File: src/rtl/mem_port_arb.sv
// Arbitrates one shared single-outstanding memory port between instruction fetch and load/store.
// Load/store has priority, but fetch is forced through after STARVE_MAX consecutive load/store wins.
module mem_port_arb #(
  parameter int unsigned STARVE_MAX = 4
) (
  input  logic        clk,
  input  logic        rst_n,
  input  logic        if_req,
  input  logic [31:0] if_addr,
  output logic        if_gnt,
  output logic        if_rvalid,
  output logic [31:0] if_rdata,
  input  logic        ls_req,
  input  logic        ls_we,
  input  logic [31:0] ls_addr,
  input  logic [31:0] ls_wdata,
  input  logic [3:0]  ls_be,
  output logic        ls_gnt,
  output logic        ls_rvalid,
  output logic [31:0] ls_rdata,
  output logic        mem_req,
  output logic        mem_we,
  output logic [31:0] mem_addr,
  output logic [31:0] mem_wdata,
  output logic [3:0]  mem_be,
  input  logic        mem_gnt,
  input  logic        mem_rvalid,
  input  logic [31:0] mem_rdata,
  output logic        busy,
  output logic        err
);

  localparam int unsigned CW = $clog2(STARVE_MAX + 1);

  typedef enum logic [1:0] {
    S_IDLE,
    S_IF_WAIT,
    S_LS_WAIT
  } state_t;

  state_t          r_state;
  state_t          w_next_state;
  logic [CW-1:0]   r_starve_cnt;
  logic            r_err;
  logic            w_starved;
  logic            w_if_win;
  logic            w_ls_win;

  assign w_starved = (r_starve_cnt == CW'(STARVE_MAX));
  assign w_if_win  = if_req & (~ls_req | w_starved);
  assign w_ls_win  = ls_req & ~w_if_win;
  assign err       = r_err;

  // NOTE: sequential state uses non-blocking assignments so every flop samples pre-edge values.
  always_ff @(posedge clk) begin
    if (rst_n) r_state <= S_IDLE;
    else       r_state <= w_next_state;
  end

  always_comb begin
    w_next_state = r_state;
    unique case (r_state)
      S_IDLE: begin
        if (if_gnt)      w_next_state = S_IF_WAIT;
        else if (ls_gnt) w_next_state = S_LS_WAIT;
      end
      S_IF_WAIT, S_LS_WAIT: begin
        if (mem_rvalid) w_next_state = S_IDLE;
      end
      default: w_next_state = S_IDLE;
    endcase
  end

  // NOTE: every output gets a default first so no path through the case can infer a latch.
  always_comb begin
    if_gnt    = 1'b0;
    ls_gnt    = 1'b0;
    if_rvalid = 1'b0;
    ls_rvalid = 1'b0;
    if_rdata  = 32'h0;
    ls_rdata  = 32'h0;
    mem_req   = 1'b0;
    mem_we    = 1'b0;
    mem_addr  = 32'h0;
    mem_wdata = 32'h0;
    mem_be    = 4'h0;
    busy      = 1'b0;
    // Reset forces every handshake quiet, even while a transaction is being abandoned.
    if (!rst_n) begin
      unique case (r_state)
        S_IDLE: begin
          mem_req = if_req | ls_req;
          if (w_if_win) begin
            mem_addr = if_addr;
            mem_be   = 4'hF;
          end else if (w_ls_win) begin
            mem_we    = ls_we;
            mem_addr  = ls_addr;
            mem_wdata = ls_wdata;
            mem_be    = ls_be;
          end
          if_gnt = w_if_win & mem_gnt;
          ls_gnt = w_ls_win & mem_gnt;
        end
        S_IF_WAIT: begin
          busy      = 1'b1;
          if_rvalid = mem_rvalid;
          if_rdata  = mem_rvalid ? mem_rdata : 32'h0;
        end
        S_LS_WAIT: begin
          busy      = 1'b1;
          ls_rvalid = mem_rvalid;
          ls_rdata  = mem_rvalid ? mem_rdata : 32'h0;
        end
        default: busy = 1'b0;
      endcase
    end
  end

  always_ff @(posedge clk) begin
    if (rst_n) begin
      r_starve_cnt <= '0;
      r_err        <= 1'b0;
    end else begin
      if (ls_gnt) begin
        if (!if_req)         r_starve_cnt <= '0;
        else if (!w_starved) r_starve_cnt <= r_starve_cnt + CW'(1);
      end else if (if_gnt) begin
        r_starve_cnt <= '0;
      end
      // A response with nothing outstanding is a protocol error; it stays flagged until reset.
      if (r_state == S_IDLE && mem_rvalid) r_err <= 1'b1;
    end
  end

endmodule

File: config.mk
export PLATFORM = sky130hd
export DESIGN_NAME = mem_port_arb
export DESIGN_NICKNAME = d
export VERILOG_FILES = /design/src/rtl/mem_port_arb.sv
export SDC_FILE = /design/constraint.sdc
export NUM_CORES = 1
export LEC_CHECK = 0
export CAP_MARGIN = 20
export CELL_PAD_IN_SITES_DETAIL_PLACEMENT = 1
export CELL_PAD_IN_SITES_GLOBAL_PLACEMENT = 1
export CORE_MARGIN = 2
export CORE_UTILIZATION = 11
export DETAILED_ROUTE_END_ITERATION = 6
export PLACE_DENSITY = 0.77
export RECOVER_POWER = 50
export SYNTH_ARGS = -nofsm -noshare
export SYNTH_HDL_FRONTEND = slang
export SYNTH_SLANG_ARGS = --single-unit
File: constraint.sdc
create_clock -name clk -period 2.8 [get_ports clk]
set_clock_uncertainty 0.1 [all_clocks]
set_input_delay 0.56 -clock clk [delete_from_list [all_inputs] [get_ports clk]]
set_output_delay 0.56 -clock clk [all_outputs]
set_load 0.01 [all_outputs]
==> impl_metrics.prom, run 1 <==
# TYPE chip_impl_metric gauge
chip_impl_metric{name="drt_wl_total",unit="um"} 11220
chip_impl_info{name="timing.hold.worst.class",value="reg -> reg"} 1
chip_impl_metric{name="die-width",unit="um"} 125.1
chip_impl_metric{name="syn_avg_cell_area",unit="um2"} 5.781
chip_impl_metric{name="ys_seq_area_share",unit="%"} 7.448
chip_impl_info{name="layout.cells.most_common_list",value="sky130_fd_sc_hd__clkdlybuf4s50_1, sky130_fd_sc_hd__dlygate4sd2_1, sky130_fd_sc_hd__and2_1"} 1
chip_impl_metric{name="gr-total-overflow",unit=""} 0
chip_impl_metric{name="non_filler_instances",unit=""} 739
chip_impl_metric{name="drive_above_1_share",unit="%"} 6.126
chip_impl_metric{name="synth-simple-area-share",unit="%"} 62.76
chip_impl_metric{name="fin_worst_hold_slack",unit="ns"} 0.4008
chip_impl_metric{name="gp_congestion",unit=""} 0.8468
chip_impl_metric{name="worst_setup_hold_path_clk_slew",unit="ns"} 0.03
chip_impl_info{name="crit_path_start_kind",value="input pin"} 1
chip_impl_metric{name="post-place-ws",unit="ns"} -0.3358
chip_impl_metric{name="ctsHtreeMaxLevel",unit=""} 1
chip_impl_info{name="critPathCaptureType",value="primary output"} 1
chip_impl_metric{name="io_pins",unit=""} 279
chip_impl_metric{name="ys_seq_elements",unit=""} 6
chip_impl_metric{name="totalNegativeSetupSlack",unit="ns"} 0
chip_impl_metric{name="critPathRequiredTime",unit="ns"} 2.14
chip_impl_metric{name="rows",unit=""} 44
chip_impl_metric{name="worst_slew_margin_rel",unit="%"} 74.10
chip_impl_metric{name="r2r_setup_slack",unit="ns"} 0.69
chip_impl_metric{name="power_density",unit="mW/mm2"} 172.5
chip_impl_metric{name="fmaxAchievable",unit="MHz"} 369.1
chip_impl_metric{name="finalCriticalPeriod",unit="ns"} 2.709
chip_impl_metric{name="synthesis.area",unit="mm2"} 0.001613
chip_impl_info{name="tritoncts",value="yes"} 1
chip_impl_metric{name="clock-sinks",unit=""} 6
chip_impl_metric{name="cp_data_arrival_time",unit="ns"} 2.05
chip_impl_metric{name="synth.lib_cells_used.distinct",unit=""} 26
chip_impl_metric{name="synth_fp_nets",unit=""} 423
chip_impl_metric{name="layout_worst_path_cycle_share",unit="%"} 96.75
chip_impl_info{name="rsz0062_at_grt",value="false"} 1
chip_impl_metric{name="xor_xnor_fraction_of_synth_area",unit="%"} 0
chip_impl_metric{name="initial_core_util",unit="%"} 11.18
chip_impl_info{name="cts_root_buffer",value="sky130_fd_sc_hd__clkbuf_16"} 1
chip_impl_metric{name="number_of_antenna_violations_at_the_first_check_in_global_routing",unit=""} 0
chip_impl_metric{name="post_synth_mux_area_share",unit="%"} 0.6982
chip_impl_metric{name="worstPathMaxFanout",unit=""} 16
chip_impl_metric{name="drt_drc_violations_left",unit=""} 0
chip_impl_metric{name="floorplan.die.height",unit="um"} 125.1
chip_impl_metric{name="place.detailed.instances",unit=""} 732
chip_impl_metric{name="hold-path-cell-count",unit=""} 2
chip_impl_metric{name="total_leakage_power",unit="uW"} 0.002437
chip_impl_info{name="criticalPathCategory",value="in -> out"} 1
chip_impl_metric{name="core_area",unit="mm2"} 0.01442
chip_impl_metric{name="timing_hold_violations_final",unit=""} 0
chip_impl_info{name="r2r-start",value="r_state[0]"} 1
chip_impl_metric{name="number_of_global_route_vias_before_repair",unit=""} 3304
chip_impl_metric{name="design_power_total",unit="uW"} 819.6
chip_impl_metric{name="drt_first_iter_violations",unit=""} 39
chip_impl_metric{name="gr-usage-all-layers",unit="%"} 13.33
chip_impl_metric{name="n_antenna_cell",unit=""} 0
chip_impl_info{name="worst_hold_path.endpoint",value="err"} 1
chip_impl_metric{name="synthAdderAreaFrac",unit="%"} 3.879
chip_impl_metric{name="final.setup.worst_slack",unit="ns"} 0.09103
chip_impl_metric{name="drt.antenna.violating_nets",unit=""} 0
chip_impl_metric{name="via_per_inst",unit=""} 4.078
chip_impl_info{name="worst_hold_startpoint",value="err"} 1
chip_impl_metric{name="finish.net_count",unit=""} 701
chip_impl_metric{name="max-clock-path-buffers",unit=""} 2
chip_impl_info{name="synth_top_family_by_area",value="simple AND/OR/NAND/NOR gates"} 1
chip_impl_metric{name="dieArea",unit="mm2"} 0.01565
chip_impl_metric{name="tritoncts.num_buffers",unit=""} 3
chip_impl_info{name="outcome",value="finished, final reports clean"} 1
chip_impl_metric{name="wl_per_cell",unit="um"} 15.19
chip_impl_info{name="r2r_end",value="r_state[0]"} 1
chip_impl_metric{name="synth_compound_area_share",unit="%"} 17.61
chip_impl_info{name="layout_commonest_cell",value="sky130_fd_sc_hd__clkdlybuf4s50_1"} 1
chip_impl_metric{name="synth_warnings",unit=""} 0
chip_impl_metric{name="area.growth.synth_to_final",unit="%"} 194.6
chip_impl_metric{name="timing_worst_slew_pin_value",unit="ns"} 0.3886
chip_impl_metric{name="placement.io_buffers",unit=""} 278
chip_impl_metric{name="dp_hpwl",unit="um"} 9253
chip_impl_metric{name="clk-insertion-delay-late",unit="ns"} 0.22
chip_impl_metric{name="grt_first_pass_wirelength",unit="um"} 17300
chip_impl_metric{name="dr_total_vias",unit=""} 3014
chip_impl_metric{name="report.final.slew_viol_count",unit=""} 0
chip_impl_metric{name="grt_max_degree",unit=""} 39
chip_impl_metric{name="vdd_drop_max",unit="V"} 0.0001719
chip_impl_metric{name="setup_violators_final",unit=""} 0
chip_impl_metric{name="drv_cap",unit=""} 0
chip_impl_metric{name="drt_pass1_iterations",unit=""} 4
chip_impl_metric{name="synthesis.instances",unit=""} 279
chip_impl_metric{name="worst-r2r-cell-count",unit=""} 7
==> kinds of logic (layout without fill, tap and decap cells) <==
kind of cell / after synthesis / count (layout)
AO/OA/AOI/OAI: 52 / 52
AND/OR/NAND/NOR: 184 / 184
adder cells (fa/ha/maj): 5 / 5
buffers and inverters: 31 / 307
flip-flops: 6 / 6
multiplexers: 1 / 1
==> worst max-delay path by stage <==
stage               cells after the start        from       endpoint
floorplan                               6      ls_req   mem_addr[10]
global placement                        7      ls_req   mem_wdata[5]
detailed placement                      7      ls_req  mem_wdata[10]
CTS                                     6      if_req    mem_addr[3]
global route                            5      ls_req        mem_req
finish                                  5  mem_rvalid   if_rdata[22]
==> sequential cells by signal (all words and copies together), names as in the netlist <==
signal / flops
r_starve_cnt: 3
r_state: 2
err: 1
==> power breakdown <==
part / leakage, uW / total [uW] / switching [uW] / internal, uW
registers: 0.0000488 / 91.0 / 2.05 / 88.9
clock network: 0.0000370 / 228 / 44.9 / 183
logic: 0.00235 / 501 / 194 / 307
total: 0.00244 / 820 / 241 / 579
==> through the flow <==
| step | instance area [um2] | utilization, % |
|---|---|---|
| final | 4752 | 32.95 |
| after global routing | 4752 | 32.95 |
| after CTS | 4763 | 33.02 |
| after detailed placement | 4722 | 32.74 |
| after global placement | 4722 | 32.74 |
| after floorplan | 1613 | - |
==> Yosys cell counts, drive strengths merged <==
cell type / count / area [um2]
or2: 1 / 6.260
a21boi: 1 / 7.510
or4: 1 / 7.510
o21bai: 1 / 7.510
dfxtp: 6 / 120.1
and2: 97 / 606.8
nand2: 38 / 142.6
nand2b: 1 / 6.260
ha: 5 / 62.56
mux2: 1 / 11.26
o21a: 2 / 15.01
nor2: 5 / 18.77
buf: 10 / 43.79
a21bo: 1 / 10.01
nor2b: 4 / 25.02
a21oi: 40 / 200.2
o21ai: 4 / 20.02
a31oi: 1 / 6.260
clkbuf: 16 / 60.06
and3b: 2 / 17.52
nor3b: 1 / 7.510
nand3: 33 / 165.2
nor4b: 1 / 8.760
inv: 5 / 18.77
a22o: 2 / 17.52
==> worst max-delay path: stages <==
cell and delay [ns]:
sky130_fd_sc_hd__clkdlybuf4s50_1 0.50, sky130_fd_sc_hd__and3b_2 0.26, sky130_fd_sc_hd__bufbuf_16 0.29, sky130_fd_sc_hd__and2_1 0.16, sky130_fd_sc_hd__dlygate4sd2_1 0.27
==> layout make-up <==
type	count	area (um2)
clock buffers	3	75.07
flip-flops and latches	6	120.1
well taps	184	230.2
repair buffers	299	2893
inverters	5	18.77
fillers	1797	9672
multi-input cells	242	1415
==> metal layers <==
| metal | vias up | GRT usage (%) | share of wire (%) |
|---|---|---|---|
| met3 | 8 | 3.680 | 9.3 |
| met5 | - | 0 | 0 |
| met2 | 172 | 27.27 | 53 |
| met1 | 1372 | 13.41 | 36 |
| met4 | 0 | 2.222 | 1.6 |
| li1 | 1462 | - | - |
==> timing repair <==
action	in CTS	in global routing
gates cloned	3	0
setup endpoints to repair	139	51
buffers inserted	1	0
resized for setup	144	10
hold buffers	0	0
pin swaps	2	0
No activity file was read; power rests on OpenSTA's default activity.
==> inputs of run 2 (changes only) <==
CORE_ASPECT_RATIO = 1.2   (was not set)
==> impl_metrics.prom, run 2 (synthesis results as in run 1) <==
# TYPE chip_impl_metric gauge
chip_impl_metric{name="worst_slew_margin_rel",unit="%"} 79.14
chip_impl_metric{name="wl_per_cell",unit="um"} 16.96
chip_impl_metric{name="non_filler_instances",unit=""} 742
chip_impl_metric{name="setup_violators_final",unit=""} 0
chip_impl_metric{name="core_area",unit="mm2"} 0.01435
chip_impl_metric{name="drv_cap",unit=""} 0
chip_impl_metric{name="critPathRequiredTime",unit="ns"} 2.14
chip_impl_metric{name="finalCriticalPeriod",unit="ns"} 2.799
chip_impl_metric{name="fmaxAchievable",unit="MHz"} 357.3
chip_impl_metric{name="layout_worst_path_cycle_share",unit="%"} 99.95
chip_impl_metric{name="grt_max_degree",unit=""} 34
chip_impl_info{name="layout_commonest_cell",value="sky130_fd_sc_hd__clkdlybuf4s50_1"} 1
chip_impl_metric{name="largest_register_ffs",unit=""} 3
chip_impl_metric{name="r2r_setup_slack",unit="ns"} 0.75
chip_impl_metric{name="die-width",unit="um"} 114.5
chip_impl_metric{name="io_pins",unit=""} 279
chip_impl_metric{name="number_of_global_route_vias_before_repair",unit=""} 3127
chip_impl_metric{name="tritoncts.num_buffers",unit=""} 3
chip_impl_metric{name="cp_slowest_stage_delay",unit="ns"} 0.53
chip_impl_metric{name="worst-path-buf-inv",unit=""} 4
chip_impl_metric{name="timing_hold_violations_final",unit=""} 0
chip_impl_info{name="critPathCaptureType",value="primary output"} 1
chip_impl_metric{name="totalNegativeSetupSlack",unit="ns"} 0
chip_impl_metric{name="gr-usage-all-layers",unit="%"} 14.06
chip_impl_info{name="criticalPathCategory",value="in -> out"} 1
chip_impl_info{name="rsz0062_at_grt",value="true"} 1
chip_impl_metric{name="drt_drc_violations_left",unit=""} 0
chip_impl_metric{name="clock-sinks",unit=""} 6
chip_impl_metric{name="dp_hpwl",unit="um"} 10290
chip_impl_metric{name="report.final.slew_viol_count",unit=""} 0
chip_impl_metric{name="grt_first_pass_wirelength",unit="um"} 17050
chip_impl_metric{name="drive_above_1_share",unit="%"} 9.364
chip_impl_metric{name="post-place-ws",unit="ns"} -0.3963
chip_impl_metric{name="drt_first_iter_violations",unit=""} 53
chip_impl_info{name="layout.cells.most_common_list",value="sky130_fd_sc_hd__clkdlybuf4s50_1, sky130_fd_sc_hd__and2_1, sky130_fd_sc_hd__dlygate4sd2_1"} 1
chip_impl_metric{name="floorplan.die.height",unit="um"} 136.6
chip_impl_metric{name="placement.io_buffers",unit=""} 278
chip_impl_metric{name="total_leakage_power",unit="uW"} 0.002701
chip_impl_metric{name="ctsHtreeMaxLevel",unit=""} 1
chip_impl_metric{name="power_density",unit="mW/mm2"} 171.5
chip_impl_info{name="tritoncts",value="yes"} 1
chip_impl_info{name="largest-register",value="r_starve_cnt"} 1
chip_impl_info{name="worst_path_max_delay_cell",value="sky130_fd_sc_hd__clkdlybuf4s50_1"} 1
chip_impl_metric{name="gr-total-overflow",unit=""} 0
chip_impl_metric{name="timing_worst_slew_pin_value",unit="ns"} 0.3129
chip_impl_info{name="outcome",value="finished, final reports clean"} 1
chip_impl_metric{name="finish.net_count",unit=""} 712
chip_impl_info{name="worst_path_dominant_cell_family",value="buffers and inverters"} 1
chip_impl_info{name="cts_root_buffer",value="sky130_fd_sc_hd__clkbuf_16"} 1
chip_impl_metric{name="max-clock-path-buffers",unit=""} 2
chip_impl_metric{name="worst_setup_hold_path_clk_slew",unit="ns"} 0.03
chip_impl_metric{name="area.growth.synth_to_final",unit="%"} 208.1
chip_impl_info{name="crit_path_start_kind",value="input pin"} 1
chip_impl_metric{name="vdd_drop_max",unit="V"} 0.0001328
chip_impl_metric{name="place.detailed.instances",unit=""} 726
chip_impl_metric{name="via_per_inst",unit=""} 4.229
chip_impl_metric{name="initial_core_util",unit="%"} 11.24
chip_impl_metric{name="nFillCells",unit=""} 1764
chip_impl_metric{name="worstPathMaxFanout",unit=""} 17
chip_impl_metric{name="drt_pass1_iterations",unit=""} 4
chip_impl_metric{name="rows",unit=""} 48
chip_impl_metric{name="number_of_antenna_violations_at_the_first_check_in_global_routing",unit=""} 5
chip_impl_metric{name="clk-insertion-delay-late",unit="ns"} 0.23
chip_impl_metric{name="design_power_total",unit="uW"} 852.1
chip_impl_metric{name="cts_hold_buffers",unit=""} 0
chip_impl_info{name="worstPathCellList",value="dlygate4sd2_1 -> clkbuf_2 -> and3b_2 -> buf_12 -> and2_1 -> clkdlybuf4s50_1"} 1
chip_impl_metric{name="final.setup.worst_slack",unit="ns"} 0.001422
chip_impl_metric{name="drt_wl_total",unit="um"} 12590
chip_impl_metric{name="fin_area",unit="mm2"} 0.004970
chip_impl_metric{name="dr_total_vias",unit=""} 3138
chip_impl_metric{name="drt.antenna.violating_nets",unit=""} 0
chip_impl_metric{name="dieArea",unit="mm2"} 0.01565
chip_impl_metric{name="cp_data_arrival_time",unit="ns"} 2.14
chip_impl_info{name="timing.hold.worst.class",value="reg -> reg"} 1
chip_impl_metric{name="gp_congestion",unit=""} 0.7798
chip_impl_metric{name="detailed_place.area",unit="mm2"} 0.004733
[run 2: cell types whose count changed in the layout (fill, tap and decap cells not counted), moves of 6 or more]
cell                              change
sky130_fd_sc_hd__clkdlybuf4s15_1      +7
sky130_fd_sc_hd__and2_0               -6
sky130_fd_sc_hd__buf_4                +6
sky130_fd_sc_hd__clkbuf_1             +6
sky130_fd_sc_hd__clkbuf_2             +7
sky130_fd_sc_hd__and2_1               +6
sky130_fd_sc_hd__dlygate4sd2_1       -78
sky130_fd_sc_hd__clkdlybuf4s25_1     +13
sky130_fd_sc_hd__dlymetal6s2s_1      +31
sky130_fd_sc_hd__clkdlybuf4s50_1     +15
[run 2: path summary, 6_finish.rpt]
path / startpoint / to / cells past startpoint
worst max-delay path: rst_n / ls_rdata[30] / 6
worst min-delay path: err / err / 2
worst max register to register: r_state[1] / r_state[0] / 7
worst min register to register: err / err / 2
[run 2: tightest hold or removal path: stages, from the launching register on]
cell and delay [ns]:
sky130_fd_sc_hd__dfxtp_1 0.33, sky130_fd_sc_hd__a21oi_1 0.05, sky130_fd_sc_hd__nor2_1 0.07
[run 2: area by class of cell]
cell class / instances / area [um2] / area share, %
Sequential cell: 6 / 120.1 / 2.417
Clock buffer: 3 / 75.07 / 1.511
Inverter: 5 / 18.77 / 0.3776
Timing Repair Buffer: 310 / 3117 / 62.71
Multi-Input combinational cell: 242 / 1418 / 28.52
Antenna cell: 1 / 2.502 / 0.05035
Tap cell: 175 / 219.0 / 4.406
[run 2: what timing repair did]
action,CTS,global route
buffers inserted,4,3
pin swaps,1,1
setup endpoints to repair,138,85
resized for setup,92,71
gates cloned,3,2
endpoints found under the hold margin,0,0
[run 2: layer usage]
metal	global-route usage [%]	part of all wire, %	routed length, um	vias to the layer above
li1	-	-	-	1483
met1	14.91	38	4741	1437
met2	26.00	49	6152	198
met3	6.599	12	1559	14
met4	1.558	0.73	92	6
met5	0	0.32	40	-
[run 2: metrics by stage]
step | utilization, % | hold slack, ns
floorplan | - | 0.3681
global placement | 32.98 | 0.3710
detailed placement | 32.98 | 0.3942
CTS | 34.16 | 0.4050
global route | 34.61 | 0.4218
finish | 34.62 | 0.3880
[run 2: where the power goes]
group          internal (uW)  switching, uW
clock network            183           44.0
registers               89.0           2.13
logic                    331            204
==> inputs of run 3 (changes only) <==
SLEW_MARGIN = 0   (was not set)
==> results of run 3 <==
Same layout as run 2: the final DEF is identical, and so are final timing and power.
